<file path="src/rtl/alu_issue_ctrl_pkg.sv">
// Shared constants for the ALU issue controller: opcode map, ALU operation
// codes and FSM state encoding.
package alu_pkg;

  localparam logic [3:0] OP_ADD  = 4'd0;
  localparam logic [3:0] OP_SUB  = 4'd1;
  localparam logic [3:0] OP_AND  = 4'd2;
  localparam logic [3:0] OP_OR   = 4'd3;
  localparam logic [3:0] OP_SLT  = 4'd4;
  localparam logic [3:0] OP_SLL  = 4'd5;
  localparam logic [3:0] OP_SRA  = 4'd6;
  localparam logic [3:0] OP_ADDI = 4'd7;
  localparam logic [3:0] OP_SLTI = 4'd8;
  localparam logic [3:0] OP_BEQ  = 4'd9;
  localparam logic [3:0] OP_BNE  = 4'd10;

  localparam logic [3:0] ALU_AND = 4'b0000;
  localparam logic [3:0] ALU_OR  = 4'b0001;
  localparam logic [3:0] ALU_ADD = 4'b0010;
  localparam logic [3:0] ALU_SUB = 4'b1010;
  localparam logic [3:0] ALU_SLT = 4'b1011;
  localparam logic [3:0] ALU_SLL = 4'b0100;
  localparam logic [3:0] ALU_SRA = 4'b0101;

  typedef enum logic [1:0] {
    S_IDLE = 2'd0,
    S_EXEC = 2'd1,
    S_WB   = 2'd2
  } state_t;

  typedef enum logic {
    DEST_RD = 1'b0,
    DEST_RT = 1'b1
  } dest_sel_t;

  // Only the plain add/subtract arithmetic opcodes refresh the sticky carry.
  function automatic logic updates_carry(input logic [3:0] opcode);
    return (opcode == OP_ADD) || (opcode == OP_SUB) || (opcode == OP_ADDI);
  endfunction

endpackage

</file>
<file path="src/rtl/alu_issue_ctrl_if.sv">
// Bundle of the instruction, ALU and write-back/branch signals seen by the
// issue controller; master is the controller, slave is its environment.
interface alu_issue_ctrl_if #(parameter int WIDTH = 16);

  logic             in_valid;
  logic             in_ready;
  logic [15:0]      in_instr;
  logic [WIDTH-1:0] in_rs_data;
  logic [WIDTH-1:0] in_rt_data;
  logic [WIDTH-1:0] alu_a;
  logic [WIDTH-1:0] alu_b;
  logic [3:0]       alu_op;
  logic [3:0]       alu_shamt;
  logic [WIDTH-1:0] alu_result;
  logic             alu_zero;
  logic             alu_carry;
  logic             wb_valid;
  logic             wb_ready;
  logic [WIDTH-1:0] wb_data;
  logic [1:0]       wb_addr;
  logic             wb_we;
  logic             br_taken;
  logic [WIDTH-1:0] br_offset;
  logic             illegal;
  logic             carry_flag;

  modport master (
    input  in_valid, in_instr, in_rs_data, in_rt_data,
    output in_ready,
    output alu_a, alu_b, alu_op, alu_shamt,
    input  alu_result, alu_zero, alu_carry,
    output wb_valid, wb_data, wb_addr, wb_we, br_taken, br_offset, illegal, carry_flag,
    input  wb_ready
  );

  modport slave (
    output in_valid, in_instr, in_rs_data, in_rt_data,
    input  in_ready,
    input  alu_a, alu_b, alu_op, alu_shamt,
    output alu_result, alu_zero, alu_carry,
    input  wb_valid, wb_data, wb_addr, wb_we, br_taken, br_offset, illegal, carry_flag,
    output wb_ready
  );

endinterface

</file>
<file path="src/rtl/alu_issue_ctrl_decode.sv">
// Combinational opcode decoder: ALU operation, B-operand source, destination
// field and write-back/branch qualifiers.
module alu_issue_decode
  import alu_pkg::*;
(
  input  logic [3:0] opcode,
  output logic [3:0] alu_op,
  output logic       b_sel_imm,
  output dest_sel_t  dest_sel,
  output logic       wb_we,
  output logic       is_branch,
  output logic       branch_ne,
  output logic       illegal
);

  always_comb begin
    alu_op    = ALU_ADD;
    b_sel_imm = 1'b0;
    dest_sel  = DEST_RD;
    wb_we     = 1'b0;
    is_branch = 1'b0;
    branch_ne = 1'b0;
    illegal   = 1'b0;
    case (opcode)
      OP_ADD:  begin alu_op = ALU_ADD; wb_we = 1'b1; end
      OP_SUB:  begin alu_op = ALU_SUB; wb_we = 1'b1; end
      OP_AND:  begin alu_op = ALU_AND; wb_we = 1'b1; end
      OP_OR:   begin alu_op = ALU_OR;  wb_we = 1'b1; end
      OP_SLT:  begin alu_op = ALU_SLT; wb_we = 1'b1; end
      OP_SLL:  begin alu_op = ALU_SLL; wb_we = 1'b1; end
      OP_SRA:  begin alu_op = ALU_SRA; wb_we = 1'b1; end
      OP_ADDI: begin
        alu_op    = ALU_ADD;
        b_sel_imm = 1'b1;
        dest_sel  = DEST_RT;
        wb_we     = 1'b1;
      end
      OP_SLTI: begin
        alu_op    = ALU_SLT;
        b_sel_imm = 1'b1;
        dest_sel  = DEST_RT;
        wb_we     = 1'b1;
      end
      OP_BEQ:  begin alu_op = ALU_SUB; is_branch = 1'b1; end
      OP_BNE:  begin alu_op = ALU_SUB; is_branch = 1'b1; branch_ne = 1'b1; end
      default: illegal = 1'b1;
    endcase
  end

endmodule

</file>
<file path="src/rtl/alu_issue_ctrl.sv">
// Issue sequencer for the 16-bit ALU: accepts an instruction, drives the ALU
// for one cycle, then holds the write-back/branch packet until consumed.
module alu_issue_ctrl
  import alu_pkg::*;
#(
  parameter int WIDTH = 16,
  parameter int IMM_W = 8
) (
  input logic        clk,
  input logic        reset,
  alu_issue_ctrl_if.master bus
);

  state_t state, state_next;

  logic [15:0]      instr_q;
  logic [WIDTH-1:0] rs_q;
  logic [WIDTH-1:0] rt_q;

  logic [WIDTH-1:0] wb_data_q;
  logic [1:0]       wb_addr_q;
  logic             wb_we_q;
  logic             br_taken_q;
  logic [WIDTH-1:0] br_offset_q;
  logic             illegal_q;
  logic             carry_flag_q;

  logic [3:0]       dec_alu_op;
  logic             dec_b_sel_imm;
  dest_sel_t        dec_dest_sel;
  logic             dec_wb_we;
  logic             dec_is_branch;
  logic             dec_branch_ne;
  logic             dec_illegal;

  logic [WIDTH-1:0] imm_ext;
  logic             accept;
  logic             unused_rs_field;

  alu_issue_decode u_decode (
    .opcode    (instr_q[15:12]),
    .alu_op    (dec_alu_op),
    .b_sel_imm (dec_b_sel_imm),
    .dest_sel  (dec_dest_sel),
    .wb_we     (dec_wb_we),
    .is_branch (dec_is_branch),
    .branch_ne (dec_branch_ne),
    .illegal   (dec_illegal)
  );

  // Register operands come in as data, so the rs field itself is never needed.
  assign unused_rs_field = ^instr_q[11:10];

  assign imm_ext = {{(WIDTH-IMM_W){instr_q[IMM_W-1]}}, instr_q[IMM_W-1:0]};
  assign accept  = (state == S_IDLE) && bus.in_valid;

  assign bus.alu_a     = dec_illegal ? '0 : rs_q;
  assign bus.alu_b     = dec_illegal ? '0 : (dec_b_sel_imm ? imm_ext : rt_q);
  assign bus.alu_op    = dec_alu_op;
  assign bus.alu_shamt = ((dec_alu_op == ALU_SLL) || (dec_alu_op == ALU_SRA)) ?
                         instr_q[3:0] : 4'd0;

  assign bus.in_ready   = (state == S_IDLE);
  assign bus.wb_valid   = (state == S_WB);
  assign bus.wb_data    = wb_data_q;
  assign bus.wb_addr    = wb_addr_q;
  assign bus.wb_we      = wb_we_q;
  assign bus.br_taken   = br_taken_q;
  assign bus.br_offset  = br_offset_q;
  assign bus.illegal    = illegal_q;
  assign bus.carry_flag = carry_flag_q;

  always_ff @(posedge clk) begin
    if (reset) state <= S_IDLE;
    else       state <= state_next;
  end

  always_comb begin
    state_next = state;
    case (state)
      S_IDLE:  if (bus.in_valid) state_next = S_EXEC;
      S_EXEC:  state_next = S_WB;
      S_WB:    if (bus.wb_ready) state_next = S_IDLE;
      default: state_next = S_IDLE;
    endcase
  end

  // The packet registers load only at the end of EXEC, so they stay frozen
  // throughout WB regardless of how long the consumer stalls.
  always_ff @(posedge clk) begin
    if (reset) begin
      instr_q      <= '0;
      rs_q         <= '0;
      rt_q         <= '0;
      wb_data_q    <= '0;
      wb_addr_q    <= '0;
      wb_we_q      <= 1'b0;
      br_taken_q   <= 1'b0;
      br_offset_q  <= '0;
      illegal_q    <= 1'b0;
      carry_flag_q <= 1'b0;
    end else begin
      if (accept) begin
        instr_q <= bus.in_instr;
        rs_q    <= bus.in_rs_data;
        rt_q    <= bus.in_rt_data;
      end
      if (state == S_EXEC) begin
        wb_data_q   <= bus.alu_result;
        wb_addr_q   <= (dec_dest_sel == DEST_RT) ? instr_q[9:8] : instr_q[7:6];
        wb_we_q     <= dec_wb_we;
        br_taken_q  <= dec_is_branch & (dec_branch_ne ^ bus.alu_zero);
        br_offset_q <= imm_ext;
        illegal_q   <= dec_illegal;
        if (updates_carry(instr_q[15:12])) carry_flag_q <= bus.alu_carry;
      end
    end
  end

endmodule

</file>
<file path="src/flat_wrapper.sv">
// flat-port wrapper written by rule: the top's interface ports become plain ports
module alu_issue_ctrl_flat import alu_pkg::*;
#(
  parameter int WIDTH = 16,
  parameter int IMM_W = 8
)
  (clk, reset, bus_in_valid, bus_in_instr, bus_in_rs_data, bus_in_rt_data, bus_in_ready, bus_alu_a, bus_alu_b, bus_alu_op, bus_alu_shamt, bus_alu_result, bus_alu_zero, bus_alu_carry, bus_wb_valid, bus_wb_data, bus_wb_addr, bus_wb_we, bus_br_taken, bus_br_offset, bus_illegal, bus_carry_flag, bus_wb_ready);
  alu_issue_ctrl_if #(.WIDTH(WIDTH)) bus_i ();
  input logic clk;
  input logic reset;
  input wire logic [$bits(bus_i.in_valid)-1:0] bus_in_valid;
  input wire logic [$bits(bus_i.in_instr)-1:0] bus_in_instr;
  input wire logic [$bits(bus_i.in_rs_data)-1:0] bus_in_rs_data;
  input wire logic [$bits(bus_i.in_rt_data)-1:0] bus_in_rt_data;
  output wire logic [$bits(bus_i.in_ready)-1:0] bus_in_ready;
  output wire logic [$bits(bus_i.alu_a)-1:0] bus_alu_a;
  output wire logic [$bits(bus_i.alu_b)-1:0] bus_alu_b;
  output wire logic [$bits(bus_i.alu_op)-1:0] bus_alu_op;
  output wire logic [$bits(bus_i.alu_shamt)-1:0] bus_alu_shamt;
  input wire logic [$bits(bus_i.alu_result)-1:0] bus_alu_result;
  input wire logic [$bits(bus_i.alu_zero)-1:0] bus_alu_zero;
  input wire logic [$bits(bus_i.alu_carry)-1:0] bus_alu_carry;
  output wire logic [$bits(bus_i.wb_valid)-1:0] bus_wb_valid;
  output wire logic [$bits(bus_i.wb_data)-1:0] bus_wb_data;
  output wire logic [$bits(bus_i.wb_addr)-1:0] bus_wb_addr;
  output wire logic [$bits(bus_i.wb_we)-1:0] bus_wb_we;
  output wire logic [$bits(bus_i.br_taken)-1:0] bus_br_taken;
  output wire logic [$bits(bus_i.br_offset)-1:0] bus_br_offset;
  output wire logic [$bits(bus_i.illegal)-1:0] bus_illegal;
  output wire logic [$bits(bus_i.carry_flag)-1:0] bus_carry_flag;
  input wire logic [$bits(bus_i.wb_ready)-1:0] bus_wb_ready;
  assign bus_i.in_valid = bus_in_valid;
  assign bus_i.in_instr = bus_in_instr;
  assign bus_i.in_rs_data = bus_in_rs_data;
  assign bus_i.in_rt_data = bus_in_rt_data;
  assign bus_in_ready = bus_i.in_ready;
  assign bus_alu_a = bus_i.alu_a;
  assign bus_alu_b = bus_i.alu_b;
  assign bus_alu_op = bus_i.alu_op;
  assign bus_alu_shamt = bus_i.alu_shamt;
  assign bus_i.alu_result = bus_alu_result;
  assign bus_i.alu_zero = bus_alu_zero;
  assign bus_i.alu_carry = bus_alu_carry;
  assign bus_wb_valid = bus_i.wb_valid;
  assign bus_wb_data = bus_i.wb_data;
  assign bus_wb_addr = bus_i.wb_addr;
  assign bus_wb_we = bus_i.wb_we;
  assign bus_br_taken = bus_i.br_taken;
  assign bus_br_offset = bus_i.br_offset;
  assign bus_illegal = bus_i.illegal;
  assign bus_carry_flag = bus_i.carry_flag;
  assign bus_i.wb_ready = bus_wb_ready;
  alu_issue_ctrl #(.WIDTH(WIDTH), .IMM_W(IMM_W)) u_core (.clk(clk), .reset(reset), .bus(bus_i));
endmodule
</file>
<file path="config.mk">
export PLATFORM = sky130hd
export DESIGN_NAME = alu_issue_ctrl_flat
export DESIGN_NICKNAME = d
export VERILOG_FILES = /design/src/rtl/alu_issue_ctrl_pkg.sv /design/src/rtl/alu_issue_ctrl_if.sv /design/src/rtl/alu_issue_ctrl_decode.sv /design/src/rtl/alu_issue_ctrl.sv /design/src/flat_wrapper.sv
export SDC_FILE = /design/constraint.sdc
export NUM_CORES = 1
export LEC_CHECK = 0
export CORE_UTILIZATION = 38
export DETAILED_ROUTE_END_ITERATION = 6
export PLACE_DENSITY = 0.81
export REMOVE_ABC_BUFFERS = 1
export SLEW_MARGIN = 20
export SYNTH_ARGS = -nofsm -noshare
export SYNTH_HDL_FRONTEND = slang
export SYNTH_SLANG_ARGS = --single-unit
</file>
<file path="constraint.sdc">
create_clock -name clk -period 1.45 [get_ports clk]
set_clock_uncertainty 0.05 [all_clocks]
set_input_delay 0.2175 -clock clk [delete_from_list [all_inputs] [get_ports clk]]
set_output_delay 0.2175 -clock clk [all_outputs]
set_load 0.005 [all_outputs]
</file>
Word-level counts from Yosys, hierarchy flattened

Cells that the tools add are included.

Register bits: 80
Input bits: 70
Output and inout port bits: 80

Equality and inequality tests: 16
Multiplexer cells: 14
Bitwise operators: 2
Reduce and logical (&&, ||, !) cells: 14

Operators by type and width:

| kind                                                                    | count |
|---|---|
| 16-bit two-way mux                                                      | 3 |
| 4-bit by 3-bit equality test with 1-bit output, second input constant   | 6 |
| 4-bit case mux with 6 select lines                                      | 1 |
| 4-bit equality test, second input constant                              | 3 |
| 11-bit OR reduction                                                     | 1 |
| 9-bit OR reduction                                                      | 1 |
| 4-bit by 2-bit equality test with 1-bit output, second input constant   | 2 |
| 2-bit two-way mux                                                       | 3 |
| 2-bit case mux with 3 select lines                                      | 1 |
| 2-bit OR reduction                                                      | 3 |
| 1-bit two-way mux                                                       | 5 |
| 4-bit by 1-bit equality test with 1-bit output, second input constant   | 1 |
| 4-bit logical NOT                                                       | 1 |
| 4-bit two-way mux                                                       | 1 |
| 2-bit AND reduction                                                     | 2 |
| 1-bit logical OR                                                        | 3 |
| 3-bit OR reduction                                                      | 1 |
| 2-bit by 1-bit equality test with 1-bit output, second input constant   | 1 |
| 2-bit equality test, second input constant                              | 1 |
| 2-bit logical NOT                                                       | 1 |
| 2-bit by 1-bit inequality test with 1-bit output, second input constant | 1 |
| 2-bit inequality test, second input constant                            | 1 |
| 1-bit AND                                                               | 1 |
| 1-bit logical AND                                                       | 1 |
| 1-bit XOR                                                               | 1 |

Longest topological paths before layout

Gate-level depths: netlist of run 1.

Word-level depth: 6
Mapped depth: 5
Gate-level depth less buffers: 3

By module

A second synthesis of run 1 with hierarchy kept.

Cells, all modules: 384
Area total of the unflattened synthesis: 3393.3 um^2

By module, submodules not included:

| module           | times used | cells an instance | area an instance (um^2) | sequential area each (um^2) |
|---|---|---|---|---|
| alu_issue_ctrl   | 1          | 359               | 3201.8                  | 1561.5 |
| alu_issue_decode | 1          | 25                | 191.4                   | 0.0 |

Worst setup path after synthesis of run 1

OpenSTA, ideal clock, no wires.

Path kind: register -> output
Start: register u_core.instr_q[12]
End: output bus_alu_b[8]
Arrival: 1.290 ns
Setup slack: -0.108 ns
Stages on the path, launching flop included: 6
Cell sequence: dfxtp_1 > or4b_1 > buf_2 > buf_6 > nand3_1 > a21oi_1

Longest elaborated chain between the ends: 5
Elaborated cells on any way between the ends: 16
Those cells by class: 10 x eq/ne; 3 x mux; 3 x reduce/logical

Ends and longest elaborated chain:

| element                                                                                      | RTL line                    | source |
|---|---|---|
| from (decl)                                                                                  | alu_issue_ctrl.sv:16        | `logic [15:0] instr_q;` |
| from (signal assigned)                                                                       | alu_issue_ctrl.sv:104       | `instr_q <= bus.in_instr;` |
| 4-bit equality test / 4-bit by 3-bit equality test with 1-bit output (equally long branches) | alu_issue_ctrl_decode.sv:24 | `case (opcode)` |
| 2-bit OR reduction (no line)                                                                 | --                          |  |
| 1-bit two-way mux                                                                            | alu_issue_ctrl_decode.sv:24 |  |
| 16-bit two-way mux                                                                           | alu_issue_ctrl.sv:58        | `assign bus.alu_b = dec_illegal ? '0 : (dec_b_sel_imm ? imm_ext : rt_q);` |
| 16-bit two-way mux (*)                                                                       | alu_issue_ctrl.sv:58        |  |
| to (decl)                                                                                    | flat_wrapper.sv:17          | `output wire logic [$bits(bus_i.alu_b)-1:0] bus_alu_b;` |

Mark *: on every way between the ends. The rest lies on a longest branch, timed or not.

Worst setup path after layout of run 1

Start: register u_core.instr_q[13]
End: output bus_alu_b[4]

Same word-level chain as after synthesis.

==> summary.txt, run 1 <==
Max Slew Vio Count: 0
pin count of the biggest net entering global routing: 42
Ys Warns: 0
post-synth top area cell: dfxtp_1
Die Area: 9315 um2
Antenna Cells: 0
crit path time final: 2148 ps
Final Wtd Congestion: 0.8032
via/cell ratio: 4.959
later-pin clock latency in the skew report: 350 ps
mapped cell area: 3395 um2
gr ovfl total: 0
antenna-violating nets left: 0
post-DP HPWL: 6557 um
CTS tree: built
Worst Setup SP: u_core.instr_q[13]
Rows: 34
Worst path slowest cell: dfxtp_4
Worst Setup Start Kind: flip-flop
maximum root-to-sink buffer count: 2
EDFF count, synth: 0
vias in the first global route: 3313
fraction of layout cells with a size suffix above 1: 38.15%
M2 GR Usage: 38.91%
CP bufs+invs: 4
setup violators final: 46
MaxCap Viol Count: 0
Min-Delay Path Class: input port to flip-flop
core area: 8678 um2
Starting Density: 39.11%
DRC viols: 0
Mapped Avg Cell Area: 8.637 um2
PnR worst setup slack: -697.6 ps
DR pass1 iterations: 4
sequential-to-total area share from yosys stat: 46.00%
GR Util met3: 5.556%
synthesis-stage register bit count: 78
Hold WS: 244.0 ps
Pwr per Cell Area: 883.7 nW/um2
largest fanout on the critical path: 6
Total Wirelength: 11430 um
Yosys cell types: 34
fin cells: 703
delay of the slowest critical-path stage: 350 ps
hold buffers post-CTS: 0
dpl cells: 643
# nets final: 660
endpoints failing hold: 0
CP Capture Type: primary output
asr flop ratio synth: 0%
RSZ-0062 raised after global routing: true
Synth top cells by count: 78 x dfxtp_1, 52 x nand2_1, 51 x nor2_1
CP cell instances: buf_6 -> buf_4 -> nor4b_4 -> buf_6 -> o21ai_0 -> a21oi_2 -> buf_2
fin area: 6260 um2
violated checks: negative setup slack
GR Util met1: 25.37%
CTS root buf: clkbuf_8
clock sinks: 78
chip width: 96.52 um
GR peak layer: met2
Worst Path Required: 1180 ps
Total GRT Usage: 21.99%
Final Power: 5.532 mW
die height: 96.52 um
clock slew at reported path FFs: 90 ps
crit path kind: flip-flop to primary output
hold path startpoint: reset
Fmax: 465.6 MHz
initial antenna violation count: 0
reg-to-reg startpoint: u_core.instr_q[13]
Slew @ Worst Pin: 365.0 ps
H-tree levels: 3
Slew HR: 75.63%
top cells by area, synth: dfxtp_1 46%, mux2i_1 14%, a21oi_1 6.3%
top_reg_cell synth: dfxtp_1
Num CTS Buffers: 9
cell family with most CP delay: buffers and inverters
count leader, synth: dfxtp_1
period utilization: 148.1%
Post-DP Area: 5129 um2
Max IR drop VDD: 0.0004785 V
Syn Inst Count: 393
IO Count: 150
crit path DAT: 1880 ps
first-pass GRT wire length: 15570 um
routed len/inst: 16.26 um
Initial DRC Count: 118
leak pwr: 2.906 nW
Port Buf Inserts: 147
CP dominant cell by count: buf_6
status: finished with violations
Vias: 3486
Syn-to-layout area delta: 84.41%
area fraction of the dominant cell type after synthesis: 46.00%
[worst reg2reg max path: stages (launching register included)]
cell and delay (ps):
dfxtp_4 350, buf_6 120, buf_4 130, buf_6 120, or2_4 230, buf_6 120, buf_6 100, buf_6 100
a211oi_2 210, mux2i_1 210
[power by group]
part | total, mW | leakage, nW | switching, mW | internal [mW]
logic | 1.30 | 2.14 | 0.510 | 0.791
registers | 2.37 | 0.649 | 0.0967 | 2.27
clock network | 1.87 | 0.117 | 0.837 | 1.03
total | 5.53 | 2.91 | 1.44 | 4.09
[cell families (layout without fill, tap and decap cells)]
| group | count (synthesis) | after routing | synth area share (%) |
|---|---|---|---|
| and+or+nand+nor | 162 | 162 | 22.71 |
| muxes | 48 | 48 | 14.15 |
| DFF | 78 | 78 | 46.00 |
| xor gates and xnor gates | 2 | 2 | 0.5161 |
| buffers and inverters | 39 | 240 | 6.303 |
| AOI/OAI and AO/OA | 64 | 65 | 10.32 |
[per-stage QoR]
stage | setup WS, ps | utilization (%) | setup TNS (ps)
after floorplan | -4360 | - | -223870
after global placement | -548.1 | 59.10 | -26550
after detailed placement | -617.3 | 59.10 | -28670
after CTS | -718.5 | 66.72 | -24240
after global routing | -782.5 | 72.13 | -25680
final | -697.6 | 72.13 | -22290
[sequential cells by signal, indices dropped and copies added (netlist names)]
register / flops
u_core.instr_q: 14
u_core.bus.wb_data: 16
u_core.rt_q: 16
u_core.state: 2
u_core.bus.illegal: 1
u_core.rs_q: 16
u_core.bus.carry_flag: 1
u_core.bus.wb_addr: 2
u_core.bus.br_offset: 8
u_core.bus.br_taken: 1
u_core.bus.wb_we: 1
[path summary, 6_finish.rpt]
kind              slack (ps)  depth (start not counted)                     end
hold reg to reg          400                          2  u_core.bus.wb_data[11]
hold / removal           240                          3          u_core.rt_q[4]
setup / recovery        -700                          7            bus_alu_b[4]
setup reg to reg        -360                          9   u_core.bus.carry_flag
[layout by cell type (no fill, tap or decap), types with 4 or more instances in the layout]
cell	count
clkdlybuf4s50_1	66
dfxtp_2	18
nand2_1	50
nand2b_1	7
dfxtp_1	56
clkbuf_8	10
buf_4	28
buf_2	18
dlymetal6s2s_1	10
clkinv_4	4
buf_6	47
nand3_2	15
clkbuf_2	5
o21ai_0	6
mux2i_1	45
dfxtp_4	4
a21oi_1	31
nor2_1	50
and2_4	19
a21oi_2	12
clkbuf_16	6
buf_12	10
dlygate4sd2_1	30
[metal layers]
| metal | routed length (um) | up-vias | part of all wire (%) |
|---|---|---|---|
| met5 | 0 | - | 0 |
| met4 | 158 | 0 | 1.4 |
| met3 | 712 | 16 | 6.2 |
| met2 | 5943 | 116 | 52 |
| met1 | 4615 | 1648 | 40 |
| li1 | - | 1706 | - |
[timing repair]
item                                    CTS  global route
resized for setup                       244           126
pin swaps                                15            45
endpoints found under the hold margin     0             0
setup buffers                            32             9
endpoints found under the setup margin   83           100
cloned                                    2            11
[layout make-up]
class | count | area, um2
sequential | 78 | 1599
timing repair buffer | 223 | 2311
clock inverter | 6 | 95.09
clock buffer | 10 | 137.6
fill | 644 | 2419
tap | 108 | 135.1
inverter | 1 | 3.754
multi-input combinational | 277 | 1978
(Power assumes the default switching activity.)
==> run 2, diff against run 1 <==
- CORE_UTILIZATION: 38 -> 42
- PLACE_DENSITY: 0.81 -> 0.84
- clock period: 1.45 -> 2.15 ns (I/O delays scaled with it)
==> summary.txt, run 2 (synthesis gave the netlist of run 1 again) <==
Port Buf Inserts: 147 (unchanged)
Total Wirelength: 9408 um (was 11430 um)
crit path kind: flip-flop to primary output (unchanged)
Worst Path Required: 1780 ps (was 1180 ps)
Initial DRC Count: 109 (was 118)
Max IR drop VDD: 0.0003705 V (was 0.0004785 V)
period utilization: 105.4%
DRC viols: 0 (unchanged)
commonest non-fill, non-tap cell in the layout: clkdlybuf4s50_1 (unchanged)
MaxCap Viol Count: 0 (unchanged)
H-tree levels: 3 (unchanged)
fraction of layout cells with a size suffix above 1: 19.14% (was 38.15%)
first-pass GRT wire length: 15190 um (was 15570 um)
fill count: 626 (was 644)
Syn-to-layout area delta: 56.84% (was 84.41%)
clock sinks: 78 (unchanged)
clock slew at reported path FFs: 90 ps (about the same)
core area: 7767 um2 (was 8678 um2)
Rows: 32 (was 34)
gr ovfl total: 0 (unchanged)
violated checks: negative setup slack (unchanged)
initial antenna violation count: 0 (unchanged)
Fmax: 441.5 MHz
setup violators final: 7 (was 46)
Slew @ Worst Pin: 374.1 ps (was 365.0 ps)
via/cell ratio: 4.947 (was 4.959)
IO Count: 150 (unchanged)
Starting Density: 43.70% (was 39.11%)
PnR worst setup slack: -115.2 ps (was -697.6 ps)
Pwr per Cell Area: 611.1 nW/um2 (was 883.7 nW/um2)
leak pwr: 2.207 nW (was 2.906 nW)
antenna-violating nets left: 0 (unchanged)
Final Power: 3.253 mW (was 5.532 mW)
vias in the first global route: 3212 (was 3313)
crit path DAT: 1890 ps (was 1880 ps)
CP Capture Type: primary output (unchanged)
later-pin clock latency in the skew report: 340 ps (was 350 ps)
RSZ-0062 raised after global routing: true (unchanged)
# nets final: 624 (was 660)
multi-input logic area: 1713 um2 (was 1978 um2)
CTS root buf: clkbuf_8 (unchanged)
die height: 91.90 um (was 96.52 um)
Worst Setup Start Kind: flip-flop (unchanged)
Vias: 3270 (was 3486)
Total GRT Usage: 22.45% (was 21.99%)
Num CTS Buffers: 9 (unchanged)
pre-CTS setup slack: -3.684 ps (was -617.3 ps)
chip width: 91.90 um (was 96.52 um)
crit path time final: 2265 ps
CTS tree: built (unchanged)
post-DP HPWL: 6075 um (was 6557 um)
Slew HR: 74.97% (was 75.63%)
pin count of the biggest net entering global routing: 80 (was 42)
Min-Delay Path Class: input port to flip-flop (unchanged)
maximum root-to-sink buffer count: 2 (unchanged)
largest fanout on the critical path: 6 (unchanged)
Die Area: 8446 um2 (was 9315 um2)
DR pass1 iterations: 4 (unchanged)
status: finished with violations (unchanged)
routed len/inst: 14.23 um (was 16.26 um)
endpoints failing hold: 0 (unchanged)
Fin Setup TNS: -380.6 ps (was -22290 ps)
hold buffers post-CTS: 0 (unchanged)
Reg area: 1574 um2 (was 1599 um2)
Antenna Cells: 0 (unchanged)
most frequent cells in the layout: 107 x clkdlybuf4s50_1, 74 x dfxtp_1, 52 x nand2_1, 51 x nor2_1, 48 x mux2i_1 (was 66 x clkdlybuf4s50_1, 56 x dfxtp_1, 50 x nor2_1, 50 x nand2_1, 47 x buf_6)
Max Slew Vio Count: 0 (unchanged)
Final Wtd Congestion: 0.7725 (was 0.8032)
==> run 2: cell type report <==
| class | count | area share, % |
|---|---|---|
| well taps | 102 | 2.397 |
| repair buffers | 188 | 32.39 |
| inverters | 1 | 0.07051 |
| clock buffers | 9 | 2.327 |
| multi-input cells | 276 | 32.17 |
| clock inverters | 7 | 1.081 |
| flip-flops and latches | 78 | 29.57 |
==> run 2: worst paths after layout <==
kind	startpoint	end	slack (ps)	depth (start not counted)
setup / recovery	u_core.instr_q[12]	bus_alu_b[7]	-120	7
hold / removal	reset	u_core.rt_q[7]	400	3
setup reg to reg	u_core.instr_q[14]	u_core.bus.wb_addr[1]	490	7
hold reg to reg	u_core.bus.br_offset[1]	u_core.bus.br_offset[1]	410	2
==> run 2: stage by stage <==
step | area [um2] | instances | util, % | hold WS, ps
global route | 5324 | 661 | 68.54 | 423.6
CTS | 5309 | 658 | 68.35 | 404.7
finish | 5324 | 661 | 68.54 | 402.6
detailed placement | 4959 | 622 | 63.84 | 395.9
floorplan | 3184 | 355 | - | 341.6
global placement | 4959 | 622 | 63.84 | 388.4
==> run 2: power by group <==
group | internal (mW) | switching, mW
clock | 0.433 | 0.574
sequential | 1.53 | 0.0568
combinational | 0.389 | 0.273
==> run 2: timing repair <==
item                       CTS  global route
buffers inserted            18             3
setup endpoints to repair   40            28
gates resized for setup    130            22
hold endpoints to repair     0             0
pin swaps                    7             8
cloned                       3             0
==> run 2: per-layer routing <==
metal	share of wire (%)	global-route usage, %	vias up	wire, um
met3	6.9	5.058	14	651
met2	49	40.80	128	4643
li1	-	-	1629	-
met5	0	0	-	0
met1	42	26.17	1499	3975
met4	1.5	6.510	0	138
==> run 2: worst max-delay path, stage by stage, from the launching register on <==
cell and delay (ps):
dfxtp_4 350, or4b_4 540, buf_6 160, buf_12 130, buf_6 110, nand3_2 60, a21oi_2 60, buf_2 140
==> run 3, diff against run 2 <==
- CAP_MARGIN: not set -> 30
==> results of run 3 <==
Final layout, timing and power as in run 2 (identical DEF).
